==> src/rtl/balanced_data_rx.sv <==
// ---------------------------------------------------------------------------
// balanced_data_rx
//   Manchester (balanced) serial receiver for LED words. The line is
//   synchronised into clk, and a cell counter separates mid-cell data edges
//   from cell-boundary edges. Words are assembled MSB first.
//
//   Optional feature macro: RX_PARITY_EN
//     When defined, one odd-parity bit follows each word on the line.
//     A parity mismatch raises frame_err in place of data_valid.
//
// Parameters
//   DATA_WIDTH  : bits per LED word (8..32)
//   HALF_PERIOD : clk cycles per half bit cell (even, >= 4)
//
// Ports
//   clk         : system clock, rising edge
//   globalReset : asynchronous active-high reset
//   balancedCLK : Manchester line, asynchronous to clk
//   idle        : line-idle flag from the upstream detector (clk domain)
//   data_out    : last complete word
//   data_valid  : one-cycle pulse when data_out updates
//   frame_err   : one-cycle pulse on a framing or parity error
//   busy        : high while receiving a frame
//   word_cnt    : words accepted in the current frame, saturates at 255
// ---------------------------------------------------------------------------
module balanced_data_rx #(
    parameter int DATA_WIDTH  = 24,
    parameter int HALF_PERIOD = 4
) (
    input  logic                  clk,
    input  logic                  globalReset,
    input  logic                  balancedCLK,
    input  logic                  idle,
    output logic [DATA_WIDTH-1:0] data_out,
    output logic                  data_valid,
    output logic                  frame_err,
    output logic                  busy,
    output logic [7:0]            word_cnt
);

    localparam int ACCEPT_MIN = (3 * HALF_PERIOD) / 2 - 1;
    localparam int TIMEOUT    = 3 * HALF_PERIOD;
    localparam int CNT_W      = $clog2(TIMEOUT);
`ifdef RX_PARITY_EN
    localparam int LINE_BITS  = DATA_WIDTH + 1;
    localparam int SHIFT_W    = DATA_WIDTH;
`else
    localparam int LINE_BITS  = DATA_WIDTH;
    localparam int SHIFT_W    = DATA_WIDTH - 1;
`endif
    localparam int IDX_W      = $clog2(LINE_BITS);

    localparam logic [CNT_W-1:0] CNT_ACCEPT = CNT_W'(ACCEPT_MIN);
    localparam logic [CNT_W-1:0] CNT_LAST   = CNT_W'(TIMEOUT - 1);
    localparam logic [IDX_W-1:0] IDX_LAST   = IDX_W'(LINE_BITS - 1);

    typedef enum logic [1:0] {
        WAIT_IDLE,
        ARMED,
        RECEIVE
    } state_t;

    state_t                r_state;
    state_t                w_state_next;

    logic                  r_s1;
    logic                  r_s2;
    logic                  r_s3;
    logic [CNT_W-1:0]      r_cnt;
    logic [IDX_W-1:0]      r_bit_idx;
    logic [SHIFT_W-1:0]    r_shift;
    logic [DATA_WIDTH-1:0] r_data_out;
    logic                  r_data_valid;
    logic                  r_frame_err;
    logic [7:0]            r_word_cnt;

    logic                  w_edge;
    logic                  w_start;
    logic                  w_accept;
    logic                  w_word_ok;
    logic                  w_err;
    logic [DATA_WIDTH-1:0] w_word;

    assign w_edge = r_s2 ^ r_s3;

`ifdef RX_PARITY_EN
    // Data bits are complete in the shift register; r_s2 is the parity bit.
    assign w_word = r_shift;
`else
    // The final data bit is still on r_s2 when the word completes.
    assign w_word = {r_shift, r_s2};
`endif

    // Line synchroniser plus history flop for edge detection.
    always_ff @(posedge clk or posedge globalReset) begin
        if (globalReset) begin
            r_s1 <= 1'b0;
            r_s2 <= 1'b0;
            r_s3 <= 1'b0;
        end else begin
            r_s1 <= balancedCLK;
            r_s2 <= r_s1;
            r_s3 <= r_s2;
        end
    end

    always_ff @(posedge clk or posedge globalReset) begin
        if (globalReset) begin
            r_state <= WAIT_IDLE;
        end else begin
            r_state <= w_state_next;
        end
    end

    // Priority inside RECEIVE: idle, then accepted edge, then timeout.
    always_comb begin
        w_state_next = r_state;
        w_start      = 1'b0;
        w_accept     = 1'b0;
        w_word_ok    = 1'b0;
        w_err        = 1'b0;
        case (r_state)
            WAIT_IDLE: begin
                if (idle) begin
                    w_state_next = ARMED;
                end
            end
            ARMED: begin
                if (w_edge) begin
                    w_state_next = RECEIVE;
                    w_start      = 1'b1;
                end
            end
            RECEIVE: begin
                if (idle) begin
                    w_state_next = ARMED;
                    w_err        = (r_bit_idx != '0);
                end else if (w_edge && (r_cnt >= CNT_ACCEPT)) begin
                    w_accept = 1'b1;
                    if (r_bit_idx == IDX_LAST) begin
`ifdef RX_PARITY_EN
                        // Odd parity across data plus parity bit.
                        if ((^r_shift) ^ r_s2) begin
                            w_word_ok = 1'b1;
                        end else begin
                            w_err = 1'b1;
                        end
`else
                        w_word_ok = 1'b1;
`endif
                    end
                end else if (r_cnt == CNT_LAST) begin
                    w_state_next = WAIT_IDLE;
                    w_err        = 1'b1;
                end
            end
            default: begin
                w_state_next = WAIT_IDLE;
            end
        endcase
    end

    always_ff @(posedge clk or posedge globalReset) begin
        if (globalReset) begin
            r_cnt        <= '0;
            r_bit_idx    <= '0;
            r_shift      <= '0;
            r_data_out   <= '0;
            r_data_valid <= 1'b0;
            r_frame_err  <= 1'b0;
            r_word_cnt   <= '0;
        end else begin
            r_data_valid <= w_word_ok;
            r_frame_err  <= w_err;

            if (w_word_ok) begin
                r_data_out <= w_word;
            end

            if (w_start || w_accept) begin
                r_shift <= {r_shift[SHIFT_W-2:0], r_s2};
            end

            if (w_state_next != RECEIVE) begin
                r_bit_idx <= '0;
            end else if (w_start) begin
                r_bit_idx <= IDX_W'(1);
            end else if (w_accept) begin
                r_bit_idx <= (r_bit_idx == IDX_LAST) ? '0 : r_bit_idx + 1'b1;
            end

            if ((w_state_next != RECEIVE) || w_start || w_accept) begin
                r_cnt <= '0;
            end else begin
                r_cnt <= r_cnt + 1'b1;
            end

            if (w_start) begin
                r_word_cnt <= '0;
            end else if (w_word_ok && (r_word_cnt != 8'hFF)) begin
                r_word_cnt <= r_word_cnt + 1'b1;
            end
        end
    end

    assign data_out   = r_data_out;
    assign data_valid = r_data_valid;
    assign frame_err  = r_frame_err;
    assign busy       = (r_state == RECEIVE);
    assign word_cnt   = r_word_cnt;

endmodule
==> config.mk <==
export PLATFORM = sky130hd
export DESIGN_NAME = balanced_data_rx
export DESIGN_NICKNAME = d
export VERILOG_FILES = /design/src/rtl/balanced_data_rx.sv
export SDC_FILE = /design/constraint.sdc
export NUM_CORES = 1
export LEC_CHECK = 0
export BUFFER_PORTS_ARGS = -buffer_cell sky130_fd_sc_hd__buf_4
export CAP_MARGIN = 0
export CORE_MARGIN = 8
export CORE_UTILIZATION = 35
export DETAILED_ROUTE_END_ITERATION = 8
export PLACE_DENSITY = 0.58
export SLEW_MARGIN = 30
export SYNTH_ARGS = -nofsm -noshare
export SYNTH_HDL_FRONTEND = slang
export SYNTH_SLANG_ARGS = --single-unit
export TNS_END_PERCENT = 5
==> constraint.sdc <==
create_clock -name clk -period 3.6 [get_ports clk]
set_clock_uncertainty 0.05 [all_clocks]
set_input_delay 0.36 -clock clk [delete_from_list [all_inputs] [get_ports clk]]
set_output_delay 0.36 -clock clk [all_outputs]
set_load 0.1 [all_outputs]
======== After elaboration in Yosys (flattened, before gate mapping) ========
Index checks and enable logic that the tools add are counted.
word-level totals
  register bits after elaboration ......... 71
  input port bits ......................... 4
  output and inout bits ................... 35
cells by class
  add/sub/neg operators ................... 3
  $lt $le $gt $ge ......................... 1
  equality and inequality tests ........... 6
  mux-type cells .......................... 26
  bitwise logic cells ..................... 1
  reductions and logical operators ........ 9
operator list
  cell                                                                count
  2-to-1 mux 5 bit                                                    4
  2-to-1 mux 8 bit                                                    2
  2-to-1 mux 1 bit                                                    13
  2-to-1 mux 2 bit                                                    5
  adder 8 x 1 -> 8 bit (second input constant)                        1
  inequality test 8 bit (second input constant)                       1
  one-hot mux 2 bit (3 select lines)                                  1
  adder 5 x 1 -> 5 bit (second input constant)                        1
  == test 5 bit (second input constant)                               1
  nonzero test 5 bit                                                  1
  adder 4 x 1 -> 4 bit (second input constant)                        1
  == test 4 bit (second input constant)                               1
  greater-or-equal comparator 4 x 3 -> 1 bit (second input constant)  1
  2-to-1 mux 4 bit                                                    1
  logical OR 1 bit                                                    3
  nonzero test 3 bit                                                  1
  == test 2 x 1 -> 1 bit (second input constant)                      1
  == test 2 bit (second input constant)                               1
  logical AND 1 bit                                                   2
  zero test 2 bit                                                     1
  inequality test 2 bit (second input constant)                       1
  nonzero test 2 bit                                                  1
  XOR 1 bit                                                           1

======== Logic depth before layout (Yosys ltp) ========
Gate-level depths: netlist of the first run.
  depth after elaboration ................. 9
  mapped depth ............................ 8
  gate-level depth less buffers ........... 7

======== Least setup slack after synthesis of the first run ========
No wires, ideal clock.
  path type ............................... flip-flop to flip-flop
  start ................................... reg r_word_cnt[0] (netlist: word_cnt[0])
  end ..................................... reg r_word_cnt[5] (netlist: word_cnt[5])
  setup time .............................. 0.078 ns
  arrival time ............................ 2.429 ns
  data required time ...................... 3.472 ns
  path slack .............................. 1.043 ns
  stages on the path, launching flop included .. 8
  path buffers ............................ 1
  period minus slack after synthesis ...... 2.557 ns
  cells stage by stage .................... dfrtp_1 -> ha_1 -> nand3_1 -> o21ai_0 -> or3_1 -> clkbuf_1 -> or4_1 -> a21oi_1
on the way
  cells in the longest elaborated chain, start to end .. 3
  elaborated cells between the ends (all ways) .. 6
ends and longest elaborated chain
  item                                                           RTL line  RTL
  from (decl)                                                    75        logic [7:0] r_word_cnt;
  from (signal assigned)                                         201       r_word_cnt <= r_word_cnt + 1'b1;
  adder 8 x 1 -> 8 bit or inequality test 8 bit (tied branches)  201, 200
  2-to-1 mux 8 bit or logical AND 1 bit (tied branches)          200       end else if (w_word_ok && (r_word_cnt != 8'hFF)) begin
  2-to-1 mux 8 bit or nonzero test 2 bit (tied branches)         n/a
Parallel ways exist; a longest one is shown, timed or not. The select of a mux whose other input is x is not followed.
A chain may end at the register's enable or synchronous reset.

======== Worst setup path in the final report of the first run ========
  start ................................... reg r_state[0]
  end ..................................... reg r_shift[4]
on the way
  cells in the longest elaborated chain, start to end .. 3
  elaborated cells between the ends (all ways) .. 5
ends and longest elaborated chain
  item                                                     RTL line  RTL
  from (decl)                                              63        state_t r_state;
  from (signal assigned)                                   111       r_state <= w_state_next;
  == test 2 x 1 -> 1 bit or == test 2 bit (tied branches)  122       case (r_state)
  2-to-1 mux 1 bit                                         122
  logical OR 1 bit *                                       180       if (w_start || w_accept) begin
  to (signal assigned)                                     181       r_shift <= {r_shift[SHIFT_W-2:0], r_s2};
  to (decl)                                                71        logic [SHIFT_W-1:0] r_shift;
Every way passes the cells marked *; elsewhere a longest branch is shown, timed or not.

==> impl_metrics.json, run 1 <==
{
  "routed_wl_um": 5330,
  "crit_family": "simple AND/OR/NAND/NOR gates",
  "clkLatencyLatePin_ns": 0.34,
  "slew_headroom": 0.352,
  "hpwl_um": 3680,
  "cp.arrival_ns": 2.66,
  "coreArea_um2": 8180,
  "cp.required_ns": 3.78,
  "first_global_vias": 1875,
  "seqPwrFrac": 0.523,
  "post_cts_resized": 0,
  "synth_nets": 227,
  "grt_pass1_wl_um": 9200,
  "p_per_area_nw_per_um2": 507,
  "gp_congestion": 0.803,
  "area_growth_pct": 20.9,
  "p_leak_nw": 1.72,
  "peakVddDrop_uv": 328,
  "synth_cell_type_count": 39,
  "wl_per_cell_um": 14.4,
  "num_io_pins": 39,
  "min_path_type": "primary input to flip-flop",
  "synthCells": 217,
  "p_clk_frac": 0.353,
  "p_sw_frac": 0.266,
  "critPathSlowestCell": "o21ai_2",
  "syn_area_um2": 2920,
  "status": "completed",
  "clk_path_buf_depth": 2,
  "hold_viol": 0,
  "startpoint_type": "flip-flop",
  "drc_errors": 0,
  "post_drt_via_cell_ratio": 4.87,
  "yosys-top-cells-area": "dfrtp_1, mux2_2, ha_1",
  "synth-edff-count": 0,
  "p_switching_mw": 0.476,
  "cts.clk_slew.worst_paths_ns": 0.08,
  "cts-htree-levels": 3,
  "ys_seq_area_frac": 0.608,
  "fp.dieH_um": 107,
  "crit_chain": "nand2b_1 > or3_1 > o21ai_2 > buf_4 > mux2_2",
  "fmax_mhz": 404,
  "die_area_um2": 11500,
  "grtUsageTotal": 0.101,
  "yosys_most_used_dff": "dfrtp_1",
  "worstPathBufferInverterCount": 1,
  "antenna_found_initial": 0,
  "drt_iter0_markers": 107,
  "critPathMaxStageDelay_ns": 0.52,
  "postCtsSetupBuffers": 0,
  "via_count": 1808,
  "critPathKind": "flip-flop to flip-flop",
  "rows": 33,
  "end_kind": "flip-flop",
  "internal-power_mw": 1.32,
  "postRouteAntennaNets": 0,
  "syn_avg_cell_area_um2": 13.5,
  "drt_first_pass_iters": 4,
  "antennaDiodeCount": 0,
  "yosysTopAreaCell": "dfrtp_1",
  "initial_core_util": 0.358,
  "maxSlewViolCount": 0,
  "die_w_um": 107,
  "comb_power_share": 0.124,
  "cts_made_buffers": 9,
  "placed_area_um2": 3340,
  "numPortBuffers": 38,
  "yosysWarnings": 0,
  "clockRootBuffer": "clkbuf_8",
  "synth.ff_latch_count": 71,
  "drv_cap": 0,
  "grt_max_degree": 37,
  "cp_max_fo": 16,
  "fin_area_um2": 3530,
  "cts_sinks": 71,
  "grt_overflow_total": 0,
  "synth_top_area_share": 0.608,
  "cts.hold.buffers_added": 0,
  "fin_crit_sh": 0.688,
  "final_layout_size_suffix_gt1_frac": 0.410,
  "cts_tree": "done",
  "finalSetupViolCount": 0,
  "nets": 272,
  "worst_pin_slew_ns": 0.970,
  "rsz0062_at_grt": "no",
  "synth_async_sr_flop_share": 1.00,
  "finalCriticalPeriod_ns": 2.48,
  "final.setup.tns_ns": 0
}
==> stage by stage <==
| stage | util | setup slack, ns | std cells | power, mW | hold slack, ns |
|---|---|---|---|---|---|
| 6_report | 0.432 | 1.12 | 371 | 1.79 | 0.0723 |
| 3_5_place_dp | 0.408 | 1.08 | 356 | 1.18 | 0.287 |
| 3_3_place_gp | 0.408 | 1.16 | 356 | 1.17 | 0.285 |
| 2_1_floorplan | - | 1.04 | 217 | 1.12 | 0.281 |
| 5_1_grt | 0.432 | 0.963 | 371 | 1.89 | 0.0465 |
| 4_1_cts | 0.432 | 1.07 | 371 | 1.82 | 0.0532 |
==> final cells by class <==
class	count	area, µm²
Inverter	8	30.0
Sequential cell	71	1780
Multi-Input combinational cell	131	1080
Timing Repair Buffer	41	320
Clock inverter	5	58.8
Fill cell	764	4640
Clock buffer	10	138
Tap cell	105	131
==> cell usage in the layout (no fill, tap or decap), types with 3 or more instances in the layout <==
cell | netlist | final
a21oi_1 | 7 | 7
o21ai_0 | 4 | 4
or3_1 | 3 | 3
nor3_1 | 5 | 5
xnor2_1 | 4 | 4
mux2_2 | 46 | 46
nor2_1 | 10 | 10
mux2i_1 | 3 | 3
nand3_1 | 5 | 5
nor4_1 | 3 | 3
buf_4 | 2 | 40
ha_1 | 6 | 6
inv_1 | 8 | 7
clkbuf_8 | 0 | 10
dfrtp_1 | 71 | 71
nand2_1 | 7 | 7
==> per-layer routing <==
| metal | vias up | wire length, µm | GRT usage |
|---|---|---|---|
| met3 | 12 | 179 | 0.0299 |
| met2 | 33 | 2480 | 0.145 |
| met5 | - | 0 | 0 |
| met4 | 0 | 132 | 0.0644 |
| li1 | 856 | - | - |
| met1 | 907 | 2530 | 0.130 |
==> logic make-up (layout without fill, tap and decap cells) <==
group	after synthesis	in the layout	share of synthesized area
AND/OR/NAND/NOR	50	50	0.0929
multiplexers	50	50	0.191
buffers and inverters	15	64	0.0231
AO/OA/AOI/OAI	20	20	0.0445
adder cells (fa/ha/maj)	6	6	0.0257
flip-flops	71	71	0.608
XOR/XNOR	5	5	0.0150
==> synth_stat cells (2+ instances only) <==
cell,n
or3_1,3
nor4_1,3
nand3_1,5
a21oi_1,7
clkbuf_1,2
nand2_1,7
xnor2_1,4
ha_1,6
mux2_2,46
buf_2,3
mux2i_1,3
o31ai_1,2
o21ai_0,4
and3_1,2
inv_1,8
nor2b_1,2
buf_4,2
nor2_1,10
or4_1,2
or2_2,2
dfrtp_1,71
nand2b_1,2
nor3_1,5
==> flip-flops by register name, summed over array words and instances (netlist names) <==
| signal | count |
|---|---|
| r_s2 | 1 |
| r_s3 | 1 |
| r_bit_idx | 5 |
| r_cnt | 4 |
| r_s1 | 1 |
| word_cnt | 8 |
| r_shift | 23 |
| frame_err | 1 |
| data_out | 24 |
| data_valid | 1 |
| r_state | 2 |
==> power by group through the flow <==
| stage | sequential [mW] | combinational [mW] | clock (mW) |
|---|---|---|---|
| after floorplan | 0.939 | 0.177 | 0 |
| after global placement | 0.954 | 0.221 | 0 |
| after detailed placement | 0.954 | 0.228 | 0 |
| after CTS | 0.938 | 0.229 | 0.654 |
| after global routing | 0.951 | 0.248 | 0.690 |
| final | 0.937 | 0.223 | 0.633 |
==> final timing paths <==
check	startpoint	to	slack, ns	depth (start not counted)
max	r_state[0]	r_shift[4]	1.12	5
min	balancedCLK	r_s1	0.07	1
max reg2reg	r_state[0]	r_shift[4]	1.12	5
min reg2reg	r_s1	r_s2	0.31	0
max in group asynchronous	globalReset	r_s2	2.74	3
min in group asynchronous	globalReset	r_shift[16]	0.11	2
(Power assumes the default switching activity.)
==> run 2, diff against run 1 <==
Settings changed: PLACE_DENSITY 0.58 to 0.6.
Clock period 3.6 ns to 2 ns, I/O delays scaled along.
==> run 2 against run 1 <==
The flow now finishes with violations (negative setup slack). Flip-flop and latch count is the same. Via count increased by 7.9%. Worst setup slack got worse by 1.2 ns. Core utilization increased by 6.3 points. Register-to-register slack worse by 1.2 ns. Worst hold slack better by 0.059 ns. Count of clock-buffer cells in the layout is 1 higher. Critical path depth up 2. Critical endpoint is now data_out[22]. Largest power group unchanged.
==> impl_metrics.json, run 2 (same netlist as run 1, synthesis figures left out) <==
{
  "cts-htree-levels": 3,
  "grt_overflow_total": 0,
  "worst_slack_ns": -0.0343,
  "area_growth_pct": 38.4,
  "numPortBuffers": 38,
  "finalCriticalPeriod_ns": 2.03,
  "initial_core_util": 0.358,
  "cp_max_fo": 6,
  "peakVddDrop_uv": 499,
  "rsz0062_at_grt": "yes",
  "cp.required_ns": 2.18,
  "regArea_um2": 1780,
  "rows": 33,
  "violations": "negative setup slack",
  "largest_reg_flops": 24,
  "cts_tree": "done",
  "postRouteAntennaNets": 0,
  "cts_sinks": 71,
  "final_cell_mix": "dfrtp_1, buf_4, mux2_2",
  "cts_made_buffers": 9,
  "fp.dieH_um": 107,
  "post_drt_via_cell_ratio": 4.81,
  "multi_input_area_um2": 1200,
  "fin_area_um2": 4050,
  "die_area_um2": 11500,
  "fill_cells": 742,
  "wl_per_cell_um": 15.2,
  "grtUsageTotal": 0.111,
  "critPathMaxStageDelay_ns": 0.39,
  "first_global_vias": 2025,
  "worst_pin_slew_ns": 0.380,
  "maxSlewViolCount": 0,
  "end_kind": "flip-flop",
  "gp_congestion": 0.781,
  "drc_errors": 0,
  "final_layout_size_suffix_gt1_frac": 0.530,
  "num_io_pins": 39,
  "clk_path_buf_depth": 2,
  "slew_headroom": 0.744,
  "clockRootBuffer": "clkbuf_8",
  "status": "complete, but fails checks",
  "worstPathBufferInverterCount": 2,
  "nets": 305,
  "hold_viol": 0,
  "die_w_um": 107,
  "reg2reg_slack_ns": -0.03,
  "p_leak_nw": 1.95,
  "placed_area_um2": 3590,
  "startpoint_type": "flip-flop",
  "drt_iter0_markers": 47,
  "antenna_found_initial": 0,
  "antennaDiodeCount": 0,
  "cts.clk_slew.worst_paths_ns": 0.07,
  "clkLatencyLatePin_ns": 0.34,
  "hpwl_um": 3840,
  "via_count": 1950,
  "min_path_type": "primary input to flip-flop",
  "drv_cap": 0,
  "fmax_mhz": 492,
  "routed_wl_um": 6150,
  "critPathSlowestCell": "dfrtp_1",
  "finalSetupViolCount": 18,
  "totalPowerFinal_mw": 3.61,
  "crit_chain": "nand2b_4 > or3_4 > or2_4 > nor2_4 > buf_6 > clkbuf_16 > mux2_2",
  "coreArea_um2": 8180,
  "crit_family": "simple AND/OR/NAND/NOR gates",
  "fin_crit_sh": 1.02,
  "p_per_area_nw_per_um2": 891,
  "critPathKind": "flip-flop to flip-flop",
  "cp.arrival_ns": 2.21,
  "drt_first_pass_iters": 4,
  "grt_max_degree": 43,
  "grt_pass1_wl_um": 10100
}
## run 2: cell count changes in the layout (fill, tap and decap cells not counted), moves of 4 or more
cell | before | now
dfrtp_1 | 71 | 65
a21oi_1 | 7 | 3
dfrtp_2 | 0 | 6
mux2_2 | 46 | 36
buf_4 | 40 | 65
mux2_4 | 0 | 10
## run 2: power by group
group / internal (mW) / switching, mW
combinational: 0.269 / 0.254
sequential: 1.58 / 0.107
clock: 0.866 / 0.533
total: 2.72 / 0.893
## run 2: layout make-up
class	instances	share of cell area
sequential	71	0.441
multi-input combinational	131	0.297
timing repair buffer	74	0.160
clock buffer	11	0.0349
tap	105	0.0325
clock inverter	5	0.0257
inverter	8	0.00835
## run 2: stage by stage
| stage | hold WS (ns) | setup slack, ns | util | TNS, ns | instances |
|---|---|---|---|---|---|
| detailed placement | 0.130 | -0.144 | 0.440 | -2.74 | 381 |
| global route | 0.164 | -0.110 | 0.495 | -3.01 | 405 |
| finish | 0.131 | -0.0343 | 0.495 | -0.263 | 405 |
| floorplan | 0.181 | -0.201 | - | -5.09 | 217 |
| global placement | 0.125 | -0.0836 | 0.440 | -1.10 | 381 |
| CTS | 0.117 | -0.0562 | 0.483 | -1.12 | 402 |
## run 2: worst min-delay path, stage by stage
cell	delay, ns
buf_4	0.13
inv_1	0.07
o21ai_0	0.08
## run 2: timing repair
item,in CTS,in global routing
endpoints found under the setup margin,34,51
pin swaps,4,1
hold buffers,2,0
gates resized for setup,12,16
setup buffers,2,2
endpoints found under the hold margin,12,0
gates cloned,1,2
## run 2: layer usage
| metal | vias to the layer above | part of all wire | global-route usage |
|---|---|---|---|
| met5 | - | 0 | 0 |
| met4 | 0 | 0.021 | 0.0733 |
| met3 | 10 | 0.030 | 0.0287 |
| met2 | 29 | 0.48 | 0.165 |
| met1 | 984 | 0.47 | 0.141 |
| li1 | 927 | - | - |
## run 2: final timing paths
check	from	endpoint	cells after the start
setup / recovery	r_state[0]	data_out[22]	7
hold / removal	idle	r_state[0]	3
setup reg to reg	r_state[0]	data_out[22]	7
hold reg to reg	r_s1	r_s2	0
max in group asynchronous	globalReset	word_cnt[6]	4
min in group asynchronous	globalReset	data_out[4]	3
